**config.mk**
```make
export PLATFORM = sky130hd
export DESIGN_NAME = sys_bus_arbiter
export DESIGN_NICKNAME = d
export VERILOG_FILES = /design/src/rtl/arb_pkg.sv /design/src/rtl/rr_priority4.sv /design/src/rtl/sys_bus_arbiter.sv
export SDC_FILE = /design/constraint.sdc
export NUM_CORES = 1
export LEC_CHECK = 0
export CAP_MARGIN = 20
export CORE_MARGIN = 4
export CORE_UTILIZATION = 56
export DETAILED_ROUTE_END_ITERATION = 12
export GPL_ROUTABILITY_DRIVEN = 1
export PLACE_DENSITY = 0.86
export SYNTH_ARGS = -nofsm -noshare
export SYNTH_HDL_FRONTEND = slang
export SYNTH_SLANG_ARGS = --single-unit
```
**constraint.sdc**
```tcl
create_clock -name clk -period 2.75 [get_ports clk]
set_clock_uncertainty 0.15 [all_clocks]
set_input_delay 0.825 -clock clk [delete_from_list [all_inputs] [get_ports clk]]
set_output_delay 0.825 -clock clk [all_outputs]
set_load 0.005 [all_outputs]
```
**src/rtl/arb_pkg.sv**
```systemverilog
// Shared definitions for the system bus arbiter.
//   - FSM state encoding (arb_state_t)
//   - requester count, watchdog width and default watchdog limit
package arb_pkg;

  localparam int NUM_REQ         = 4;
  localparam int WD_W            = 8;
  localparam int TIMEOUT_CYC_DEF = 255;

  typedef enum logic [1:0] {
    ARB_IDLE = 2'b00,
    ARB_BUSY = 2'b01,
    ARB_TURN = 2'b10
  } arb_state_t;

endpackage

```
**src/rtl/rr_priority4.sv**
```systemverilog
// Combinational rotate-priority picker for four requesters.
// The search starts one past last_owner (mod 4); the first set req bit wins.
// Ports:
//   req        in  [3:0]  request vector
//   last_owner in  [1:0]  most recent owner; lowest priority this round
//   win        out [3:0]  one-hot winner (all zero when no request)
//   win_id     out [1:0]  binary index of the winner
//   any_req    out        at least one request pending
module rr_priority4 (
  input  logic [3:0] req,
  input  logic [1:0] last_owner,
  output logic [3:0] win,
  output logic [1:0] win_id,
  output logic       any_req
);

  logic       found;
  logic [1:0] idx;

  always_comb begin
    win     = '0;
    win_id  = 2'd0;
    any_req = |req;
    found   = 1'b0;
    idx     = last_owner;
    for (int i = 1; i <= 4; i++) begin
      // 2-bit add wraps naturally, giving last_owner+1 .. last_owner+4 (mod 4)
      idx = last_owner + 2'(i);
      if (!found && req[idx]) begin
        found       = 1'b1;
        win[idx]    = 1'b1;
        win_id      = idx;
      end
    end
  end

endmodule

```
**src/rtl/sys_bus_arbiter.sv**
```systemverilog
// Four-requester round-robin arbiter/sequencer for the shared system bus.
// Holds a grant for a whole transaction, inserts one turnaround cycle
// between owners and revokes a hung owner with a watchdog.
// Ports:
//   clk          in        system clock, rising edge
//   reset        in        asynchronous active-low reset
//   req          in  [3:0] level request per requester
//   done         in  [3:0] one-cycle transaction-complete pulse per requester
//   gnt          out [3:0] registered one-hot grant (bus mux select)
//   gnt_id       out [1:0] binary owner index, meaningful while bus_busy
//   bus_busy     out       a grant is active
//   timeout_err  out       one-cycle pulse when the watchdog revokes a grant
//
// state    | meaning
// ARB_IDLE | no owner, waiting for any request
// ARB_BUSY | owner holds the bus until its done or watchdog expiry
// ARB_TURN | one dead cycle with gnt=0 before the next owner
module sys_bus_arbiter
  import arb_pkg::*;
#(
  parameter int NUM_REQ     = arb_pkg::NUM_REQ,
  parameter int TIMEOUT_CYC = TIMEOUT_CYC_DEF
) (
  input  logic               clk,
  input  logic               reset,
  input  logic [NUM_REQ-1:0] req,
  input  logic [NUM_REQ-1:0] done,
  output logic [NUM_REQ-1:0] gnt,
  output logic [1:0]         gnt_id,
  output logic               bus_busy,
  output logic               timeout_err
);

  localparam logic [WD_W-1:0] WD_LAST = WD_W'(TIMEOUT_CYC - 1);

  arb_state_t      state;
  logic [1:0]      last_owner;
  logic [WD_W-1:0] wd_cnt;
  logic [WD_W-1:0] wd_nxt;
  logic            wd_expire;
  logic            owner_done;

  logic [3:0]      win;
  logic [1:0]      win_id;
  logic            any_req;

  rr_priority4 u_pick (
    .req        (req),
    .last_owner (last_owner),
    .win        (win),
    .win_id     (win_id),
    .any_req    (any_req)
  );

  // Expiry is judged on the value the counter would take this edge, so the
  // grant made at edge G is revoked at edge G+TIMEOUT_CYC-1.
  assign wd_nxt     = wd_cnt + WD_W'(1);
  assign wd_expire  = (wd_nxt == WD_LAST);
  assign owner_done = done[gnt_id];

  always_ff @(posedge clk or negedge reset) begin
    if (!reset) begin
      state       <= ARB_IDLE;
      gnt         <= '0;
      gnt_id      <= 2'd0;
      bus_busy    <= 1'b0;
      timeout_err <= 1'b0;
      wd_cnt      <= '0;
      last_owner  <= 2'd3;
    end else begin
      timeout_err <= 1'b0;
      case (state)
        ARB_IDLE, ARB_TURN: begin
          if (any_req) begin
            state      <= ARB_BUSY;
            gnt        <= win;
            gnt_id     <= win_id;
            last_owner <= win_id;
            bus_busy   <= 1'b1;
            wd_cnt     <= '0;
          end else begin
            state <= ARB_IDLE;
          end
        end
        ARB_BUSY: begin
          // done takes precedence over a simultaneous watchdog expiry
          if (owner_done) begin
            state    <= ARB_TURN;
            gnt      <= '0;
            bus_busy <= 1'b0;
          end else if (wd_expire) begin
            state       <= ARB_TURN;
            gnt         <= '0;
            bus_busy    <= 1'b0;
            timeout_err <= 1'b1;
          end else begin
            wd_cnt <= wd_nxt;
          end
        end
        default: begin
          state    <= ARB_IDLE;
          gnt      <= '0;
          bus_busy <= 1'b0;
        end
      endcase
    end
  end

endmodule
```
==> run_results.csv, run 1 <==
group,metric,value,unit
power,pwr-share-comb,59.9,%
critical_path,path_class,"flip-flop to flip-flop",
status,outcome,"complete, no violations",
clocking,cts_max_level,1,
grt,antenna_found_initial,0,
timing,finalHoldViolations,0,
logic_synthesis,synth-async-reset-ratio,100,%
floorplan,die_w,61.6,um
finish,fin_nets,214,
timing,finalSetupViolations,0,
clocking,clk_pin_slew,120,ps
grt,grt_usage,20.4,%
logic_synthesis,synthesis.instances,171,
floorplan,io_pins,18,
timing,clock.fmax,0.388,GHz
detailed_routing,wire_per_inst,16.5,um
power,switching_power,0.000771,W
placed_design,io_buffer_count,17,
critical_path,critical_path_arrival,2660,ps
logic_synthesis,syn_area,1610,um2
critical_path,r2r_slack,170,ps
detailed_routing,via_per_inst,6.35,
power,p_leak,0.755,nW
detailed_routing,dr.pass1.iters,4,
critical_path,crit_path_start_kind,"flip-flop",
logic_synthesis,ys_warn_count,0,
timing,slew_headroom,64.3,%
job,maxCapViolations,0,
placed_design,place.gp.congestion,0.923,
logic_synthesis,synth_edf_count,0,
floorplan,core,2760,um2
logic_synthesis,netlist_top_cells_area,"dfrtp_1 (28%), ha_1 (7.8%), mux4_2 (4.2%)",
grt,grt_max_degree,21,
placed_design,dpl.cell_count,220,
finish,final_core_util,68.9,%
critical_path,worstPathRequired,2840,ps
power,p_total,0.00180,W
clocking,cts_tree,"yes",
logic_synthesis,yosysTopAreaCell,"dfrtp_1",
detailed_routing,drtAntennaViolNets,0,
clocking,cts_max_path_buffers,2,
finish,area_growth,17.9,%
timing,finalCriticalPeriod,2580,ps
clocking,post-cts-setup-buffers,0,
floorplan,die_h,61.6,um
logic_synthesis,yosysUniqueCellTypes,62,
min_path,hold_path_class,"flip-flop to flip-flop",
logic_synthesis,ys.flop_type,"dfrtp_1",
logic_synthesis,seq_area_frac_synth,31.2,%
placed_design,hpwl,2.90,mm
logic_synthesis,ys_seq_elements,20,
logic_synthesis,synth_area_per_cell,9.42,um2
clocking,cts_root_buffer,"clkbuf_4",
detailed_routing,routed_wl,3.70,mm
clocking,cts_sinks,20,
clocking,postCtsResizedCells,0,
grt,grt_pass1_vias,1310,
floorplan,initial_core_util,58.4,%
logic_synthesis,ys_top_cells_by_count,"dfrtp_1 (18), nand2_1 (13), ha_1 (10)",
finish,diodes,0,
timing,period_share,93.7,%
floorplan,rows,19,
power,swShare,42.9,%
detailed_routing,drt_drc_violations_left,0,
clocking,clk_latency,300,ps
power,irDropWorstVdd,0.000695,V
timing,tightestPinTransition,532,ps
power,seq_power_share,26.8,%
timing,slew_violations,0,
timing,rsz0062_at_grt,"false",
power,clkPwrFrac,13.3,%
finish,final_cells,224,
logic_synthesis,yosysMostFrequentCell,"dfrtp_1",
grt,overflow,0,
power,power_density,946,nW/um2
detailed_routing,drt_iter0_markers,55,
clocking,cts_hold_buffers,0,
detailed_routing,vias,1423,
critical_path,crit_fanout,10,
power,intPower,0.00103,W
finish,final_layout_size_suffix_gt1_share,19.7,%
grt,grt_pass1_wl,5.93,mm
floorplan,die_area,3800,um2
clocking,cts_buffers,3,
critical_path,cp-end-kind,"flip-flop",
logic_synthesis,synth_top_area_share,28.0,%
logic_synthesis,synth_fp_nets,191,
-- state kept, by name (all words and copies together), names as in the netlist --
register,cells
wd_cnt,8
last_owner,2
gnt_id,2
gnt,4
state,2
timeout_err,1
bus_busy,1
-- worst max-delay path, stage by stage, from the launching register on --
cell       delay (ps)
dfstp_2           630
inv_1             210
ha_1              450
or3b_1            430
nand3_1           120
and3_1            260
a221oi_1          110
o2bb2ai_1         150
-- logic make-up after synthesis --
| group | synth area share, % |
|---|---|
| mux | 6.06 |
| fa+ha+maj | 7.76 |
| simple gates | 22.8 |
| buf+inv | 5.28 |
| compound gates | 25.8 |
| flops | 31.2 |
| xor+xnor | 1.09 |
-- path summary, 6_finish.rpt --
path,depth (start not counted),end,startpoint
max,7,gnt[0],last_owner[1]
min,1,gnt[1],gnt[1]
max reg2reg,7,gnt[0],last_owner[1]
min reg2reg,1,gnt[1],gnt[1]
max in group asynchronous,2,last_owner[1],reset
min in group asynchronous,2,gnt[3],reset
-- final cells by class --
class	count	area, um2
Tap cell	31	38.8
Multi-Input combinational cell	132	1020
Timing Repair Buffer	27	245
Clock buffer	3	22.5
Clock inverter	1	30.0
Fill cell	222	857
Inverter	10	37.5
Sequential cell	20	503
-- power by group through the flow --
stage | logic [W] | clock network, W | registers [W]
floorplan | 0.000757 | 0 | 0.000477
global placement | 0.00101 | 0 | 0.000482
detailed placement | 0.00107 | 0 | 0.000485
CTS | 0.00108 | 0.000242 | 0.000482
global route | 0.00118 | 0.000255 | 0.000496
finish | 0.00108 | 0.000239 | 0.000482
-- metal layers --
metal  up-vias  routed length (um)  share of wire (%)  global-route usage (%)
met2        30                2080                 56                    39.0
li1        686                   -                  -                       -
met5         -                   0                  0                       0
met4         0                  38                1.0                    3.94
met3         6                  96                2.6                    1.89
met1       701                1480                 40                    24.7
-- through the flow --
| stage | cell area, um2 | setup TNS, ps | hold slack [ps] | worst slack [ps] |
|---|---|---|---|---|
| after floorplan | 1610 | 0 | 317 | 290 |
| after global placement | 1850 | -19.1 | 323 | -18.3 |
| after detailed placement | 1850 | -416 | 330 | -106 |
| after CTS | 1900 | 0 | 361 | 180 |
| after global routing | 1900 | 0 | 382 | 57.7 |
| final | 1900 | 0 | 361 | 173 |
-- placed cells by master, fill, tap and decap left out, types with 4 or more instances in the layout --
cell type / Yosys / final
dfrtp_1: 18 / 18
clkdlybuf4s50_1: 0 / 17
nand2_1: 13 / 13
ha_1: 10 / 10
buf_4: 2 / 10
inv_1: 9 / 9
nor2_1: 9 / 9
a21oi_1: 8 / 8
o21ai_0: 7 / 7
o21ai_1: 6 / 6
or3b_1: 4 / 4
a221oi_1: 4 / 4
o2bb2ai_1: 4 / 4
nor2b_1: 4 / 4
o211ai_1: 4 / 4
Note: power is estimated with default switching activity, not from simulation.
==> run 2, diff against run 1 <==
--- a/config.mk
+++ b/config.mk
@@ -11,6 +11,7 @@
 export DETAILED_ROUTE_END_ITERATION = 12
 export GPL_ROUTABILITY_DRIVEN = 1
 export PLACE_DENSITY = 0.86
+export REMOVE_ABC_BUFFERS = 1
 export SYNTH_ARGS = -nofsm -noshare
 export SYNTH_HDL_FRONTEND = slang
 export SYNTH_SLANG_ARGS = --single-unit
==> run 2 against run 1 <==
  * Register-to-register slack improved by 220 ps
  * Sequential power about the same
  * Flip-flop and latch count unchanged
  * Critical endpoint unchanged
  * Worst hold slack got worse by 11 ps
  * Wire length decreased by 1.5%
  * Largest power group unchanged
  * Non-clock buffer count increased by 2
==> run_results.csv, run 2 (synthesis results as in run 1) <==
group,metric,value,unit
status,outcome,"complete, no violations",
clocking,cts_sinks,20,
critical_path,crit_fanout,8,
detailed_routing,wire_per_inst,16.1,um
detailed_routing,dr.pass1.iters,4,
finish,regMostFlops,"wd_cnt",
timing,finalSetupViolations,0,
power,p_leak,0.752,nW
floorplan,core,2760,um2
detailed_routing,via_per_inst,6.38,
finish,diodes,0,
finish,reg_top3,"wd_cnt (8), gnt (4)",
clocking,cts_max_level,1,
grt,antenna_found_initial,0,
detailed_routing,vias,1441,
critical_path,ff2ff_path_depth,7,
timing,tightestPinTransition,519,ps
clocking,postCtsResizedCells,0,
finish,final_layout_size_suffix_gt1_share,20.0,%
job,maxCapViolations,0,
floorplan,die_h,61.6,um
clocking,clk_latency,300,ps
finish,final_core_util,68.5,%
timing,finalCriticalPeriod,2470,ps
grt,grt_usage,21.5,%
clocking,cts_hold_buffers,0,
critical_path,critical_path_arrival,2510,ps
finish,area_growth,17.2,%
floorplan,die_area,3800,um2
power,irDropWorstVdd,0.000559,V
floorplan,rows,19,
floorplan,initial_core_util,58.4,%
detailed_routing,routed_wl,3.65,mm
placed_design,hpwl,2.82,mm
clocking,cts_tree,"yes",
clocking,cts_max_path_buffers,2,
critical_path,crit_path_start_kind,"primary input",
finish,largest_reg_flops,8,
critical_path,worstPathRequired,2790,ps
critical_path,path_class,"primary input to flip-flop",
placed_design,place.gp.congestion,0.853,
detailed_routing,drt_drc_violations_left,0,
floorplan,io_pins,18,
min_path,hold_path_class,"flip-flop to flip-flop",
detailed_routing,drtAntennaViolNets,0,
placed_design,io_buffer_count,17,
clocking,clk_pin_slew,110,ps
timing,slew_headroom,65.3,%
min_path,hold_path_depth,1,
clocking,cts_root_buffer,"clkbuf_4",
grt,overflow,0,
timing,period_share,89.8,%
grt,grt_pass1_vias,1319,
finish,final_common_cell,"dfrtp_1",
floorplan,die_w,61.6,um
detailed_routing,drt_iter0_markers,61,
finish,final_cell_mix,"dfrtp_1 (18), clkdlybuf4s50_1 (17), nand2_1 (13), buf_4 (12), ha_1 (10)",
finish,fin_nets,216,
clocking,post-cts-setup-buffers,0,
grt,grt_pass1_wl,6.20,mm
clocking,cts_buffers,3,
timing,clock.fmax,0.405,GHz
grt,grt_max_degree,17,
critical_path,cp-end-kind,"flip-flop",
timing,slew_violations,0,
power,p_total,0.00171,W
timing,rsz0062_at_grt,"false",
power,power_density,907,nW/um2
timing,finalHoldViolations,0,
==> run 2: cell count changes in the layout (fill, tap and decap cells not counted) <==
cell / before / now
buf_4: 10 / 12
bufinv_16: 1 / 0
clkbuf_1: 0 / 1
==> run 2: path summary, 6_finish.rpt <==
check	slack [ps]	end	from
min	350	bus_busy	bus_busy
max	280	gnt[0]	req[1]
max in group asynchronous	1220	gnt_id[0]	reset
min reg2reg	350	bus_busy	bus_busy
max reg2reg	390	gnt[0]	last_owner[1]
min in group asynchronous	700	wd_cnt[7]	reset
==> run 2: worst max-delay path, cell delays in order <==
cell	delay (ps)
clkdlybuf4s50_1	530
mux4_2	580
nand2b_4	130
o21ai_1	70
a221oi_1	280
o2bb2ai_1	100
==> run 2: cell type report <==
cell class	count	area (um2)
inverters	10	37.5
repair buffers	29	260
well taps	31	38.8
fillers	212	868
flip-flops and latches	20	503
multi-input cells	132	1020
clock buffers	4	26.3
==> run 2: metal layers <==
metal | GRT usage (%) | vias up | wire [um]
li1 | - | 698 | -
met1 | 30.2 | 686 | 1630
met2 | 34.4 | 53 | 1760
met3 | 4.82 | 4 | 237
met4 | 3.94 | 0 | 26
met5 | 0 | - | 0
==> run 2: per-stage QoR <==
stage	instances	hold slack, ps	area, um2	setup TNS (ps)	worst slack, ps
2_1_floorplan	162	317	1560	0	459
3_3_place_gp	222	314	1860	0	12.3
3_5_place_dp	222	323	1860	-34.7	-22.5
4_1_cts	226	349	1890	0	282
5_1_grt	226	358	1890	0	140
6_report	226	350	1890	0	280
==> run 2: power breakdown <==
group / leakage [nW] / internal [W] / switching [W]
logic: 0.481 / 0.000491 / 0.000592
clock network: 0.0150 / 0.0000565 / 0.0000918
registers: 0.257 / 0.000391 / 0.0000925
==> RTL edit 1, RTL diff (settings of run 1) <==
The package constant `WD_W` goes from 8 to 9.
--- a/src/rtl/arb_pkg.sv
+++ b/src/rtl/arb_pkg.sv
@@ -4,7 +4,7 @@
 package arb_pkg;
 
   localparam int NUM_REQ         = 4;
-  localparam int WD_W            = 8;
+  localparam int WD_W            = 9;
   localparam int TIMEOUT_CYC_DEF = 255;
 
   typedef enum logic [1:0] {
Function: no difference found for any inputs over 10 cycles, from zero or initial values and one cycle with reset low; that may be too few to reach the edited logic, so the function may still have changed.
==> RTL edit 1 against run 1 <==
Register-to-register slack improved by 0.097 ns. Global-route usage grew 0.99 points. Sequential cell count increased by 1. Via count increased by 3.0%. First-iteration DRC count grew 75%. Wire length is 0.46% lower. Area after synthesis about the same. Power fell by 6.4%. Worst setup slack improved by 0.016 ns. Final area increased by 1.2%.
==> RTL edit 1: results <==
setup_path:
  rrSetupSlack_ns: 0.27
  cp-startpoint: "req[1]"
  crit_fanout: 7
  reg2reg_from: "last_owner[0]$_DFFE_PN1P_"
  cpMaxStageDelayCell: "clkdlybuf4s50_1"
  ff2ff_path_depth: 8
  cp_top_family: "buffers and inverters"
  critPathArrivalTime_ns: 2.64
drt:
  first_pass_iters: 5
  drt_first_iter_violations: 96
  wirelength_um: 3690
min_path:
  min_from: "wd_cnt[5]$_DFFE_PN0P_"
  holdPathEnd: "wd_cnt[5]$_DFFE_PN0P_"
yosys:
  yosys.area_share.adder_pct: 7.77
  synth_fp_nets: 196
  synth.area.top_cells: "dfrtp_1, ha_1, a21oi_1"
  synth_compound_area_share_pct: 27.3
  netlist_top_cells_count: "dfrtp_1, nor2_1, inv_1, nand2_1"
  ys_types: 51
  synth.mux.area_fraction_pct: 4.66
  postSynthCellCount: 176
  synth_seq_area_share_pct: 32.8
power:
  pg_clk_w: 0.000144
  ir_drop_v: 0.000654
  p_leak_nw: 0.819
placement:
  postPlaceCellArea_um2: 1890
  dp.cells: 231
  place_ws_ns: -0.120
timing:
  maxSlewHeadroom_pct: 57.9
finish:
  top_regs: "wd_cnt x9, gnt x4"
  layout-drive-gt1-share_pct: 18.6
status:
  outcome: "finished clean"
global_route:
  grt_usage_pct: 21.4
  grt_pass1_wl_um: 6250
-- RTL edit 1: changes by cell type after synthesis, moves of 4 or more --
cell	before	now
and2_1	0	4
o2bb2ai_1	4	0
nor2_1	9	14
o21ai_1	6	2
o31ai_2	0	4
a221oi_1	4	0
a222oi_1	0	4
o21ai_0	7	11
or3b_1	4	0
-- RTL edit 1: what timing repair did --
action                     4_1_cts  5_1_grt
setup endpoints to repair        0        9
hold endpoints to repair         0        0
resized for setup                0        1
-- RTL edit 1: per-layer routing --
layer | up-vias | wire length, um | track usage, %
met3 | 8 | 176 | 3.56
met4 | 0 | 55 | 7.88
met2 | 47 | 1860 | 36.5
li1 | 702 | - | -
met5 | - | 0 | 0
met1 | 709 | 1600 | 27.1
-- RTL edit 1: final cells by class --
type	instances	area (um^2)
sequential	21	528
fill	226	835
multi-input combinational	134	982
inverter	12	45.0
clock buffer	4	26.3
tap	31	38.8
timing repair buffer	33	303
==> RTL edit 2, RTL diff (config.mk and constraints of run 1) <==
Made on the original files. The 3 states of `arb_state_t` get a one-hot encoding in 3 bits.
--- a/src/rtl/arb_pkg.sv
+++ b/src/rtl/arb_pkg.sv
@@ -7,10 +7,10 @@
   localparam int WD_W            = 8;
   localparam int TIMEOUT_CYC_DEF = 255;
 
-  typedef enum logic [1:0] {
-    ARB_IDLE = 2'b00,
-    ARB_BUSY = 2'b01,
-    ARB_TURN = 2'b10
+  typedef enum logic [2:0] {
+    ARB_IDLE = 3'b001,
+    ARB_BUSY = 3'b010,
+    ARB_TURN = 3'b100
   } arb_state_t;
 
 endpackage
Behaviour: no difference found for any inputs over 10 cycles, from zero or initial values and one cycle with reset low; not proved beyond that.
==> RTL edit 2 against run 1 <==
Hold slack better by 0.023 ns. Wire length is 0.49% lower. Final area is 4.1% higher. Power is 11% higher. Worst setup slack worse by 0.010 ns. Clock power is 34% lower. Area after synthesis is 0.39% higher. Sequential cell count is 1 higher. Largest cell class unchanged. Highest routed layer unchanged.
==> RTL edit 2: results <==
drt:
  via_count: 1460
  wirelength_um: 3680
  drt_first_iter_violations: 66
yosys:
  synth_compound_area_share_pct: 25.0
  synth.mux.area_fraction_pct: 8.58
  synth_fp_nets: 193
  synth.area.top_cells: "dfrtp_1, ha_1, dfstp_2"
  ys_types: 51
  syn_avg_cell_area_um2: 9.35
  synth_seq_area_share_pct: 32.7
  synthXorXnorAreaFrac_pct: 1.62
global_route:
  grt_usage_pct: 21.8
  grtUsageMet2_pct: 36.6
  grt_max_degree: 22
power:
  ir_drop_v: 0.000784
  p_leak_nw: 0.833
  clkPwrFrac_pct: 7.9
  pg_clk_w: 0.000158
  p_sw_w: 0.000885
  combPwrFrac_pct: 66.9
placement:
  place_ws_ns: -0.131
  dpl.hpwl_um: 2910
status:
  outcome: "finished clean"
setup_path:
  cp-startpoint: "last_owner[0]$_DFFE_PN1P_"
  cp_top_family: "compound AO/OA/AOI/OAI gates"
  r2r_end: "gnt[2]$_DFFE_PN0P_"
  ff2ff_path_depth: 8
  cpPeakStageDelay_ns: 0.56
  critPathArrivalTime_ns: 2.63
finish:
  nFillCells: 212
  fin_nets: 226
  layout-drive-gt1-share_pct: 23.4
min_path:
  holdPathEnd: "wd_cnt[7]$_DFFE_PN0P_"
  min_from: "wd_cnt[7]$_DFFE_PN0P_"
RTL edit 2: changes by cell type after synthesis, sizes merged, moves of 4 or more:
cell    delta
clkbuf     +7
o21ai      -7
inv        +6
buf        -5
nor2       +5
o211ai     -5
o31ai      +5
nand2      -4
or3b       -4
RTL edit 2: area by class of cell:
cell class,count,area [um^2],share of cell area [%]
well taps,31,38.8,1.96
flip-flops and latches,21,529,26.8
clock inverters,1,5.00,0.253
multi-input cells,125,987,49.9
clock buffers,3,22.5,1.14
repair buffers,39,335,17.0
inverters,16,60.1,3.04
RTL edit 2: metal layers:
metal,vias up,routed length (um)
li1,709,-
met1,700,1690
met2,43,1770
met3,8,173
met4,0,54
met5,-,0
